[src/rtl/npu_layer_seq.sv]
// rtl/npu_layer_seq.sv - per-layer start/done sequencer with abort and watchdog
module npu_layer_seq #(
    parameter int NL       = 2,
    parameter int CLOG2NL  = 1,
    parameter int GAP      = 2,
    parameter int TMO      = 65535,
    parameter int CLOG2TMO = 16
) (
    input  logic               ck,
    input  logic               rst,
    input  logic               i_run_valid,
    output logic               o_run_ready,
    input  logic [CLOG2NL:0]   i_run_nl,
    input  logic               i_abort,
    output logic               o_start,
    input  logic               i_done,
    output logic [CLOG2NL-1:0] o_layer_sel,
    output logic               o_c1_c2_n,
    output logic               o_bank_sel,
    output logic               o_busy,
    output logic               o_run_done,
    output logic               o_err,
    output logic               o_abrt
);
    localparam int GW = $clog2(GAP + 1);
    localparam logic [CLOG2NL:0]    NL_MAX   = (CLOG2NL + 1)'(NL);
    localparam logic [CLOG2NL:0]    NL_ONE   = (CLOG2NL + 1)'(1);
    localparam logic [CLOG2NL-1:0]  LS_ONE   = CLOG2NL'(1);
    localparam logic [GW-1:0]       GAP_LD   = GW'(GAP - 1);
    localparam logic [GW-1:0]       GAP_ONE  = GW'(1);
    localparam logic [CLOG2TMO-1:0] TMO_LAST = CLOG2TMO'(TMO - 1);
    localparam logic [CLOG2TMO-1:0] TMO_ONE  = CLOG2TMO'(1);

    typedef enum logic [2:0] {IDLE, SETUP, KICK, RUN, NEXT, FIN} state_t;

    state_t              state;
    logic                done_d;
    logic                abort_pend;
    logic [CLOG2NL:0]    nl_r;
    logic [GW-1:0]       gap_cnt;
    logic [CLOG2TMO-1:0] tmo_cnt;
    logic                done_rise;
    logic                last_layer;

    assign done_rise  = i_done & ~done_d;
    assign last_layer = ({1'b0, o_layer_sel} == (nl_r - NL_ONE));

    always_ff @(posedge ck or negedge rst) begin
        if (!rst) begin
            state       <= IDLE;
            done_d      <= 1'b0;
            abort_pend  <= 1'b0;
            nl_r        <= '0;
            gap_cnt     <= '0;
            tmo_cnt     <= '0;
            o_run_ready <= 1'b1;
            o_start     <= 1'b0;
            o_layer_sel <= '0;
            o_c1_c2_n   <= 1'b0;
            o_bank_sel  <= 1'b0;
            o_busy      <= 1'b0;
            o_run_done  <= 1'b0;
            o_err       <= 1'b0;
            o_abrt      <= 1'b0;
        end else begin
            done_d     <= i_done;
            o_start    <= 1'b0;
            o_run_done <= 1'b0;
            case (state)
                IDLE: begin
                    if (i_run_valid) begin
                        nl_r        <= (i_run_nl > NL_MAX) ? NL_MAX : i_run_nl;
                        o_err       <= 1'b0;
                        o_abrt      <= 1'b0;
                        o_layer_sel <= '0;
                        o_c1_c2_n   <= 1'b0;
                        o_bank_sel  <= 1'b0;
                        o_run_ready <= 1'b0;
                        o_busy      <= 1'b1;
                        if (i_run_nl == '0) begin
                            state      <= FIN;
                            o_run_done <= 1'b1;
                        end else begin
                            state   <= SETUP;
                            gap_cnt <= GAP_LD;
                        end
                    end
                end
                SETUP: begin
                    if (i_abort) begin
                        o_abrt     <= 1'b1;
                        state      <= FIN;
                        o_run_done <= 1'b1;
                    end else if (gap_cnt == '0) begin
                        state   <= KICK;
                        o_start <= 1'b1;
                    end else begin
                        gap_cnt <= gap_cnt - GAP_ONE;
                    end
                end
                KICK: begin
                    tmo_cnt    <= '0;
                    abort_pend <= 1'b0;
                    state      <= RUN;
                end
                RUN: begin
                    // completion is checked before the watchdog so a tie never flags an error
                    if (done_rise) begin
                        if (abort_pend || i_abort) begin
                            o_abrt     <= 1'b1;
                            state      <= FIN;
                            o_run_done <= 1'b1;
                        end else if (last_layer) begin
                            state      <= FIN;
                            o_run_done <= 1'b1;
                        end else begin
                            state <= NEXT;
                        end
                    end else begin
                        if (i_abort) abort_pend <= 1'b1;
                        tmo_cnt <= tmo_cnt + TMO_ONE;
                        if (TMO != 0 && tmo_cnt == TMO_LAST) begin
                            o_err      <= 1'b1;
                            state      <= FIN;
                            o_run_done <= 1'b1;
                        end
                    end
                end
                NEXT: begin
                    o_layer_sel <= o_layer_sel + LS_ONE;
                    o_c1_c2_n   <= 1'b1;
                    o_bank_sel  <= ~o_bank_sel;
                    gap_cnt     <= GAP_LD;
                    state       <= SETUP;
                end
                FIN: begin
                    state       <= IDLE;
                    o_run_ready <= 1'b1;
                    o_busy      <= 1'b0;
                end
                default: begin
                    state       <= IDLE;
                    o_run_ready <= 1'b1;
                    o_busy      <= 1'b0;
                end
            endcase
        end
    end
endmodule

[config.mk]
export PLATFORM = sky130hd
export DESIGN_NAME = npu_layer_seq
export DESIGN_NICKNAME = d
export VERILOG_FILES = /design/src/rtl/npu_layer_seq.sv
export SDC_FILE = /design/constraint.sdc
export NUM_CORES = 1
export LEC_CHECK = 0
export CAP_MARGIN = 10
export CELL_PAD_IN_SITES_DETAIL_PLACEMENT = 0
export CELL_PAD_IN_SITES_GLOBAL_PLACEMENT = 1
export CORE_UTILIZATION = 43
export DETAILED_ROUTE_END_ITERATION = 8
export HOLD_SLACK_MARGIN = 0.12
export PLACE_DENSITY = 0.82
export SETUP_SLACK_MARGIN = 0.3
export SLEW_MARGIN = 40
export SYNTH_ARGS = -nofsm -noshare
export SYNTH_HDL_FRONTEND = slang
export SYNTH_SLANG_ARGS = --single-unit
[constraint.sdc]
create_clock -name ck -period 2.6 [get_ports ck]
set_input_delay 0.52 -clock ck [delete_from_list [all_inputs] [get_ports ck]]
set_output_delay 0.52 -clock ck [all_outputs]
set_load 0.01 [all_outputs]
==> impl_metrics.toml <==
[cts]
cts.sinks = 34
cts_setup_buffers = 0
cts-root-buf = "clkbuf_8"
htreeDepth = 2
path_clk_slew_ns = 0.07
cts_tree = "yes"
cts_hold_buf = 0
cts_resized = 0
clock_path_buffers = 2
clk_latency_ns = 0.29
numCtsBuffers = 5

[status]
status = "completed"

[worst_setup_path]
cp-end-kind = "flip-flop"
cp.arrival_ns = 2.38
required_ns = 2.81
cp-start-kind = "input pin"
critical_path_class = "in2reg"
worstPathMaxFanout = 11

[timing]
finalSetupTns_ns = 0
fin_crit_ns = 2.16
slew_violations = 0
rsz0062_at_grt = "false"
finalCritPeriodShare = 0.832
setup-violations-final = 0
finClkSkew_ns = 0.00557
finalHoldViolCount = 0
whs_ns = 0.481
tightest_slew_ns = 0.583
slew_headroom = 0.607
fmax_mhz = 462

[yosys]
synth_top_flop_cell = "dfrtp_1"
yosys_warnings = 0
synth_cells = 184
yosys-top-cells-area = "dfrtp_1, a21oi_1, nor2_1"
ys_ff_latch = 34
netlist.area_leader.share = 0.477
ys_types = 41
yosysTopAreaCell = "dfrtp_1"
async_reset_ff_frac = 1.00
syn_area_per_cell_um2 = 9.42
ys_seq_area_frac = 0.492
syn-num-nets = 194
synth_edf_count = 0
syn_area_um2 = 1730

[drt]
vias = 1436
avgViaCountPerCell = 5.61
drt-pass1-iter-count = 4
drt_iter0_markers = 88
drc = 0
post_drt_wl_per_cell_um = 14.3
drtAntennaViolNets = 0
totalWireLength_mm = 3.65

[grt]
use_met2 = 0.313
grt.busiest_layer = "met2"
grt_first_pass_wirelength_mm = 6.44
grt_max_degree = 35
grt_util_met1 = 0.258
gr-total-overflow = 0
antenna_found_initial = 0
grt_use_total = 0.201
grt_pass1_vias = 1422
use_met3 = 0.0573

[floorplan]
chipHeight_um = 65.5
die_area_um2 = 4290
initial_utilization = 0.460
die_x_um = 65.5
rows = 22
io_pins = 16
core-area_um2 = 3770

[cells_and_area]
syn_to_final_growth_pct = 18.5
fin_cells = 256
finish.utilization = 0.544
final_cell_mix = "dfrtp_1, nor2_1, a21oi_1, clkdlybuf4s50_1, inv_1"
drive_above_1_share = 0.101
layout_commonest_cell = "dfrtp_1"
final_area_um2 = 2050
diodes = 0
num-nets-final = 217

[job]
maxCapViolCount = 0

[power_and_ir_drop]
ir_drop_uv = 487
power_density_nw_per_um2 = 985
p_leak_nw = 0.866

[place]
routabilityCongestion = 0.763
io_buffers = 15
numPlacedInstances = 248
dp_hpwl_mm = 2.61
postPlaceCellArea_um2 = 1960

[hold_path]
min_path_type = "reg2reg"
[synth_stat cells (2+ instances only)]
cell type / count
nand3b_1: 3
o31ai_1: 5
o21ai_0: 10
nand2_1: 10
xnor2_1: 7
or4_1: 4
nor3_1: 7
nand3_1: 5
nand4_1: 5
nor3b_1: 2
ha_1: 3
inv_1: 11
nor4_1: 4
buf_6: 2
clkbuf_1: 5
mux2i_1: 2
or3_1: 4
dfrtp_1: 33
a21oi_1: 17
or3b_2: 2
nor2_1: 21
nand2b_1: 3
[flip-flops by register name, summed over array words and instances, names as in the netlist]
signal       count
o_layer_sel      1
o_bank_sel       1
o_abrt           1
o_start          1
o_run_done       1
o_busy           1
state            3
done_d           1
o_c1_c2_n        1
nl_r             2
o_run_ready      1
tmo_cnt         16
o_err            1
gap_cnt          2
abort_pend       1
[power by group]
part,leakage [nW],switching [W],total [W],internal (W)
Sequential,0.439,0.000156,0.000873,0.000716
Combinational,0.379,0.000390,0.000745,0.000355
Clock,0.0482,0.000191,0.000405,0.000214
Total,0.866,0.000738,0.00202,0.00128
[metrics by stage]
| stage | power, W | setup WS (ns) |
|---|---|---|
| after CTS | 0.00204 | 0.449 |
| after global placement | 0.00160 | 0.208 |
| after global routing | 0.00218 | 0.394 |
| after detailed placement | 0.00163 | 0.145 |
| after floorplan | 0.00133 | 0.564 |
| final | 0.00202 | 0.437 |
[metal layers]
metal,wire [µm],share of wire
met1,1710,0.47
met2,1780,0.49
met3,132,0.036
met4,38,0.010
met5,0,0
[critical path, stage by stage]
cell and delay (ns):
clkdlybuf4s50_1 0.46, and3b_1 0.22, or4_4 0.59, or4_1 0.43, a21oi_1 0.17
[cell type report]
type,count,area [µm²]
clock inverter,1,5.00
fill,331,1720
clock buffer,7,86.3
multi-input combinational,132,798
sequential,34,852
timing repair buffer,23,210
inverter,11,41.3
tap,48,60.1
[logic make-up after synthesis]
family	share of synthesized area
simple gates	0.244
compound gates	0.142
flops	0.492
buf+inv	0.0477
xor+xnor	0.0354
mux	0.0181
fa+ha+maj	0.0217
[worst paths after layout]
kind | end | cells past startpoint | slack (ns) | from
max reg2reg | tmo_cnt[15]$_DFFE_PN0P_ | 4 | 0.76 | state[0]$_DFFE_PN0P_
max in group asynchronous | o_run_ready$_DFFE_PN1P_ | 2 | 1.62 | rst
min | gap_cnt[0]$_DFFE_PN0P_ | 1 | 0.48 | gap_cnt[0]$_DFFE_PN0P_
min in group asynchronous | tmo_cnt[14]$_DFFE_PN0P_ | 2 | 0.64 | rst
min reg2reg | gap_cnt[0]$_DFFE_PN0P_ | 1 | 0.48 | gap_cnt[0]$_DFFE_PN0P_
max | tmo_cnt[15]$_DFFE_PN0P_ | 5 | 0.44 | i_done
Power figures use the tool's default switching activity.
